## src/rtl/spec_power_acc.sv

```systemverilog
// Power accumulation datapath and range-bin sequencer for the spectrum accumulator.
// Five-stage free-running pipeline: |X|^2 -> sum -> shift -> addend select -> saturating add.
module spec_power_acc #(
  parameter int FFT_N     = 1024,
  parameter int PWR_SHIFT = 8
) (
  input  logic                       clk,
  input  logic                       rst,
  input  logic                       fft_dv,
  input  logic [$clog2(FFT_N)-1:0]   fft_index,
  input  logic signed [15:0]         fft_re,
  input  logic signed [15:0]         fft_im,
  input  logic                       pulse_start,
  input  logic [4:0]                 bin_count,
  input  logic                       clear_acc,
  input  logic [31:0]                ram_dout,
  input  logic [31:0]                bg_dout,
  output logic [$clog2(FFT_N)-1:0]   xk_index_reg1,
  output logic [4:0]                 RangeBin_Counter_reg,
  output logic                       data_valid_out,
  output logic [$clog2(FFT_N)-1:0]   data_index,
  output logic [4:0]                 RangeBin_Counter,
  output logic [31:0]                acc_data,
  output logic                       sat_flag,
  output logic                       pulse_done
);
  localparam int IW     = $clog2(FFT_N);
  localparam int STAGES = 4;

  logic [4:0]                     cnt;
  logic                           accept, frame_end;
  logic [STAGES:1]                vld_pipe;
  logic [STAGES:1][IW-1:0]        idx_pipe;
  logic [STAGES:1][4:0]           bin_pipe;
  logic signed [31:0]             re_p, im_p;
  logic [30:0]                    re_sq, im_sq;
  logic [31:0]                    pwr_sum, pwr_sh, pwr4;
  logic [31:0]                    addend;
  logic [32:0]                    sum33;
  logic                           last5;

  assign accept    = fft_dv && (cnt != 5'd0);
  assign frame_end = accept && (fft_index == IW'(FFT_N-1));

  // pulse_start outranks a coincident frame end
  always_ff @(posedge clk or posedge rst) begin
    if (rst)                cnt <= 5'd0;
    else if (pulse_start)   cnt <= 5'd1;
    else if (frame_end)     cnt <= (cnt < bin_count) ? cnt + 5'd1 : 5'd0;
  end

  // Tags ride along with the data; bin reads 0 on empty slots
  always_ff @(posedge clk or posedge rst) begin
    if (rst) begin
      vld_pipe <= '0;
      idx_pipe <= '0;
      bin_pipe <= '0;
    end else begin
      vld_pipe <= {vld_pipe[STAGES-1:1], accept};
      idx_pipe <= {idx_pipe[STAGES-1:1], fft_index};
      bin_pipe <= {bin_pipe[STAGES-1:1], (accept ? cnt : 5'd0)};
    end
  end

  assign re_p = fft_re * fft_re;
  assign im_p = fft_im * fft_im;

  always_ff @(posedge clk or posedge rst) begin
    if (rst) begin
      re_sq   <= '0;
      im_sq   <= '0;
      pwr_sum <= '0;
      pwr_sh  <= '0;
      pwr4    <= '0;
    end else begin
      re_sq   <= re_p[30:0];
      im_sq   <= im_p[30:0];
      pwr_sum <= {1'b0, re_sq} + {1'b0, im_sq};
      pwr_sh  <= pwr_sum >> PWR_SHIFT;
      pwr4    <= pwr_sh;
    end
  end

  // Bin 1 accumulates into the background RAM
  always_comb begin
    addend = ram_dout;
    if (clear_acc)                   addend = 32'd0;
    else if (bin_pipe[STAGES] == 5'd1) addend = bg_dout;
  end

  assign sum33 = {1'b0, addend} + {1'b0, pwr4};

  always_ff @(posedge clk or posedge rst) begin
    if (rst) begin
      acc_data   <= '0;
      sat_flag   <= 1'b0;
      last5      <= 1'b0;
      pulse_done <= 1'b0;
    end else begin
      if (vld_pipe[STAGES])
        acc_data <= sum33[32] ? 32'hFFFF_FFFF : sum33[31:0];
      if (pulse_start)
        sat_flag <= 1'b0;
      else if (vld_pipe[STAGES] && sum33[32])
        sat_flag <= 1'b1;
      last5      <= vld_pipe[STAGES] && (idx_pipe[STAGES] == IW'(FFT_N-1)) &&
                    (bin_pipe[STAGES] == bin_count);
      pulse_done <= last5;
    end
  end

  assign xk_index_reg1        = idx_pipe[1];
  assign RangeBin_Counter_reg = bin_pipe[1];
  assign data_valid_out       = vld_pipe[STAGES];
  assign data_index           = idx_pipe[STAGES];
  assign RangeBin_Counter     = bin_pipe[STAGES];
endmodule
```

## config.mk

```make
export PLATFORM = sky130hd
export DESIGN_NAME = spec_power_acc
export DESIGN_NICKNAME = d
export VERILOG_FILES = /design/src/rtl/spec_power_acc.sv
export SDC_FILE = /design/constraint.sdc
export NUM_CORES = 2
export LEC_CHECK = 0
export BUFFER_PORTS_ARGS = -buffer_cell sky130_fd_sc_hd__buf_2
export CAP_MARGIN = 5
export CORE_UTILIZATION = 65
export CTS_CLUSTER_SIZE = 30
export DETAILED_ROUTE_END_ITERATION = 10
export PLACE_DENSITY_LB_ADDON = 0.1
export SKIP_LAST_GASP = 1
export SYNTH_ARGS = -nofsm -noshare
export SYNTH_HDL_FRONTEND = slang
export SYNTH_SLANG_ARGS = --single-unit
```

## constraint.sdc

```tcl
create_clock -name clk -period 11 [get_ports clk]
set_clock_uncertainty 0.15 [all_clocks]
set_input_delay 1.1 -clock clk [delete_from_list [all_inputs] [get_ports clk]]
set_output_delay 1.1 -clock clk [all_outputs]
set_load 0.05 [all_outputs]
```

After elaboration in Yosys (flattened, before gate mapping):

Index checks and enable logic that the tools add are counted.

* flip-flop bits (word level): 246
* input bits: 116
* output and inout port bits: 65
* logic and storage cells: 46

* add/sub/neg operators: 3
* multiply operators: 2
* magnitude comparators: 1
* equality and inequality tests: 4
* mux-type cells: 9
* reduce and logical (&&, ||, !) cells: 8

Operators by type and width (count)
* $mux 32: 3
* $mul 16x16->31: 2
* $add 32x24->33: 1
* $add 31x31->32: 1
* $eq 10x10->1 const B: 2
* $mux 5: 4
* $add 5x1->5 const B: 1
* $eq 5x1->1 const B: 1
* $eq 5x5->1: 1
* $logic_and 1x1->1: 5
* $lt 5x5->1: 1
* $reduce_bool 5->1: 1
* $reduce_bool 2->1: 2
* $mux 1: 2

Logic depth before layout (Yosys ltp):

* depth in word-level cells: 7
* depth in mapped cells: 25
* mapped depth without buffers: 24

Least setup slack after synthesis:

No wires, ideal clock.

* path type: input to register
* from: input fft_re[15]
* to: register re_sq[30]
* library setup time: 80 ps
* data arrival time: 6969 ps
* data required time: 10770 ps
* setup slack: 3801 ps
* stages on the path: 22
* path buffers: 2
* cells stage by stage: clkbuf_1 > inv_1 > clkbuf_1 > nor2_1 > fa_1 > inv_1 > fa_1 > inv_1 > fa_1 > fa_1 > fa_1 > inv_1 > fa_1 > inv_1 > ha_1 > a21o_1 > a221o_1 > a31oi_2 > o21ai_2 > a211o_1 > a21oi_2 > xnor2_1

* cells in the longest elaborated chain, start to end: 1

RTL lines
* start, declared: RTL line 11 `input logic signed [15:0] fft_re,`
* $mul 16x16->31: RTL line 65 `assign re_p = fft_re * fft_re;`
* net re_p[30]: RTL line 35 `logic signed [31:0] re_p, im_p;`
* end signal, assigned: RTL line 76 `re_sq <= re_p[30:0];`
* end, declared: RTL line 36 `logic [30:0] re_sq, im_sq;`

The timed path passes the listed nets, and every way through them passes these cells.
A chain may end at the register's enable or synchronous reset.

Worst setup path in the final report:

Same ends and word-level chain as after synthesis.

==> impl_metrics.py <==
metrics = {
    "routing": {
        "drtIter0Drc": 986,
        "final_antenna_net_count": 0,
        "num_vias": 18600,
        "wl_um": 56300,
        "post_drt_via_cell_ratio": 5.42,
        "remaining_drc_errors": 54,
        "wl_per_cell_um": 16.4,
        "firstDrtPassIters": 8,
    },
    "yosys": {
        "synth_top_family_by_area": "adder cells",
        "synth-main-ff-cell": "dfrtp_1",
        "synth_seq_cells": 234,
        "synth_fa_ha_area_share_pct": 44.6,
        "synth-xor-area-share_pct": 4.29,
        "synth_area_per_cell_um2": 9.83,
        "yosys.area_share.simple_pct": 10.0,
        "netlist_area_um2": 27100,
        "async_reset_ff_share_pct": 100,
        "synth_cell_types": 78,
        "synth_edf_count": 0,
        "ys_warn_count": 0,
        "synth_compound_area_share_pct": 8.29,
        "synth_cells": 2762,
        "muxShareOfSynthArea_pct": 0.281,
        "ys_seq_area_share_pct": 21.6,
        "syn-num-nets": 3571,
    },
    "worst_setup_path": {
        "endpoint_kind": "register",
        "path_delay_family": "adder cells",
        "ff2ff_path_depth": 15,
        "crit_top_cell": "fa_1",
        "cp_slowest_cell": "fa_1",
        "worstPathArrival_ns": 7.57,
        "cp-start-kind": "primary input",
        "cp_max_fo": 18,
        "critical_path_buf_inv_count": 6,
        "r2r_end": "acc_data[18]$_DFFE_PP0P_",
        "crit_type": "primary input to register",
        "crit_chain": "buf_2 > inv_1 > nor2_1 > fa_1 > inv_1 > fa_1 > inv_1 > fa_1 > fa_1 > fa_1 > inv_1 > fa_1 > inv_1 > ha_1 > nand3_1 > nor2_1 > a221o_1 > a31oi_2 > o21ai_2 > a211o_1 > a21oi_2 > xnor2_1",
        "r2r_start": "RangeBin_Counter[2]$_DFF_PP0_",
        "critPathRequiredTime_ns": 11.27,
        "timing.reg2reg.setup_slack_ns": 6.39,
        "slowest_delay_ns": 0.71,
    },
    "die": {
        "coreArea_um2": 41000,
        "die_y_um": 206,
        "die_w_um": 206,
        "start_util_pct": 66.2,
        "std_cell_rows": 74,
        "io_pins": 181,
        "die_area_um2": 42600,
    },
    "sta": {
        "drv_slew": 0,
        "worst_pin_slew_ns": 1.04,
        "tns_ns": 0,
        "fmax_mhz": 137,
        "relSlewSlack_pct": 30.4,
        "fin_crit_ns": 7.30,
        "finalHoldViolCount": 0,
        "post-route-worst-setup-slack_ns": 3.70,
        "rsz0062_at_grt": "false",
        "fin_crit_sh_pct": 66.4,
        "fin_hold_ws_ns": 0.175,
        "finalSetupViolations": 0,
    },
    "worst_hold_path": {
        "holdCritPathClass": "register to register",
        "min_from": "pwr_sum[8]$_DFF_PP0_",
        "min_to": "pwr_sh[0]$_DFF_PP0_",
        "whs_path_depth": 0,
    },
    "clock_network": {
        "h-tree-depth": 1,
        "cts_buffers": 25,
        "clkTransAtPathRegs_ns": 0.06,
        "clock_path_buffers": 3,
        "cts_tree": "done",
        "hold_buffers": 0,
        "clk-insertion-delay-late_ns": 0.53,
        "cts.repair.resized": 0,
        "cts_root_buf": "clkbuf_16",
        "post_cts_buffers": 0,
        "clock_sinks": 234,
    },
    "global_routing": {
        "grt_first_pass_wirelength_um": 94500,
        "track_usage_pct": 28.2,
        "antenna_found_initial": 0,
        "grt_pass1_vias": 20000,
        "grt_overflow": 0,
        "grt_max_degree": 150,
    },
    "flow_run": {
        "maxCapViolCount": 0,
    },
    "cells_and_area": {
        "fin_util_pct": 70.9,
        "syn_to_final_growth_pct": 7.15,
        "drive_above_1_share_pct": 9.11,
        "reg_top3": "acc_data x32, im_sq x29, re_sq x29",
        "nets": 3689,
        "largest_register": "acc_data",
        "largest_register_ffs": 32,
        "insertedDiodeCount": 0,
    },
    "place": {
        "gp_congestion": 0.928,
        "pre_cts_slack_ns": 3.22,
        "dp_hpwl_um": 47000,
        "port_buffers": 180,
    },
    "outcome": {
        "status": "finished with violations",
        "failed_checks": "DRC",
    },
}
## logic make-up (layout without fill, tap and decap cells)
| family | count (synthesis) | in the layout |
|---|---|---|
| AO/OA/AOI/OAI | 344 | 344 |
| XOR/XNOR | 133 | 133 |
| adder cells (fa/ha/maj) | 693 | 693 |
| buffers and inverters | 756 | 893 |
| flip-flops | 234 | 234 |
| multiplexers | 7 | 7 |
| AND/OR/NAND/NOR | 595 | 595 |
## synthesized netlist by cell type (all sizes together) (3+ instances only)
| master | count | area, um^2 |
|---|---|---|
| a211o | 4 | 35.0 |
| a211oi | 10 | 80.1 |
| a21boi | 4 | 30.0 |
| a21o | 47 | 354 |
| a21oi | 119 | 599 |
| a221o | 3 | 30.0 |
| a31o | 8 | 70.1 |
| a31oi | 32 | 221 |
| and2 | 60 | 375 |
| and3 | 15 | 96.3 |
| buf | 36 | 254 |
| clkbuf | 56 | 210 |
| clkinv | 4 | 15.0 |
| dfrtp | 234 | 5860 |
| fa | 458 | 9170 |
| ha | 235 | 2940 |
| inv | 659 | 2470 |
| mux2 | 5 | 56.3 |
| nand2 | 248 | 931 |
| nand2b | 18 | 113 |
| nand3 | 21 | 105 |
| nand3b | 3 | 22.5 |
| nand4 | 13 | 81.3 |
| nor2 | 156 | 586 |
| nor2b | 15 | 93.8 |
| nor3 | 18 | 95.1 |
| nor3b | 5 | 37.5 |
| nor4 | 6 | 52.6 |
| o211ai | 5 | 42.5 |
| o21a | 18 | 135 |
| o21ai | 49 | 257 |
| o21bai | 15 | 113 |
| o31ai | 4 | 30.0 |
| or2 | 6 | 37.5 |
| or3 | 4 | 25.0 |
| xnor2 | 89 | 780 |
| xor2 | 44 | 385 |
## cell type report
type,count,area [um^2]
Timing Repair Buffer,184,931
Inverter,663,2500
Tap cell,532,666
Fill cell,3124,11900
Multi-Input combinational cell,1772,18300
Sequential cell,234,5860
Clock inverter,12,121
Clock buffer,34,689
## routing by layer
layer / up-vias / track usage, % / part of all wire, %
met4: 0 / 8.30 / 2.7
met2: 466 / 50.7 / 52
met1: 9348 / 36.4 / 41
met3: 119 / 2.46 / 4.2
li1: 8675 / - / -
met5: - / 0 / 0
## how the worst max path moves through the flow
stage                     startpoint                             to  slack (ns)  depth (start not counted)
after floorplan                  rst  RangeBin_Counter[0]$_DFF_PP0_        3.33                          1
after global placement    fft_re[15]            re_sq[29]$_DFF_PP0_        3.43                         21
after detailed placement  fft_re[15]            re_sq[30]$_DFF_PP0_        3.22                         22
after CTS                 fft_re[15]            re_sq[30]$_DFF_PP0_        3.70                         22
after global routing      fft_re[15]            re_sq[30]$_DFF_PP0_        3.27                         22
final                     fft_re[15]            re_sq[30]$_DFF_PP0_        3.70                         22
## per-stage QoR
| step | instances | instance area (um^2) |
|---|---|---|
| finish | 3431 | 29100 |
| global route | 3431 | 29100 |
| CTS | 3431 | 29100 |
| detailed placement | 3385 | 28300 |
| global placement | 3385 | 28300 |
| floorplan | 2762 | 27100 |
## worst reg2reg max path, delay by kind of cell, from the launching register on
| family | cells | cell delay (ns) |
|---|---|---|
| compound gates | 9 | 2.12 |
| simple gates | 4 | 1.17 |
| flops | 1 | 0.40 |
| fa+ha+maj | 1 | 0.40 |
| buf+inv | 1 | 0.25 |
## cells in the final DEF, fill, tap and decap left out, drive strengths merged, types with 4 or more instances in the layout
master	synthesis	layout
mux2	5	5
a31o	8	8
nor4	6	6
o21a	18	18
a211o	4	4
o21bai	15	15
a21oi	119	119
or2	6	6
nor3	18	18
a21boi	4	4
and3	15	15
a211oi	10	10
and2	60	60
clkinv	4	11
dfrtp	234	234
fa	458	458
nand3	21	21
a21o	47	47
nand2b	18	18
nor3b	5	5
xnor2	89	89
inv	659	662
o21ai	49	49
or3	4	4
nand4	13	13
o31ai	4	4
ha	235	235
clkbuf	56	34
o211ai	5	5
xor2	44	44
a31oi	32	32
nor2b	15	15
buf	36	184
nand2	248	248
nor2	156	156
Power is not shown: default switching activity piles up to over one toggle a cycle in this logic, so the estimate is an artifact.
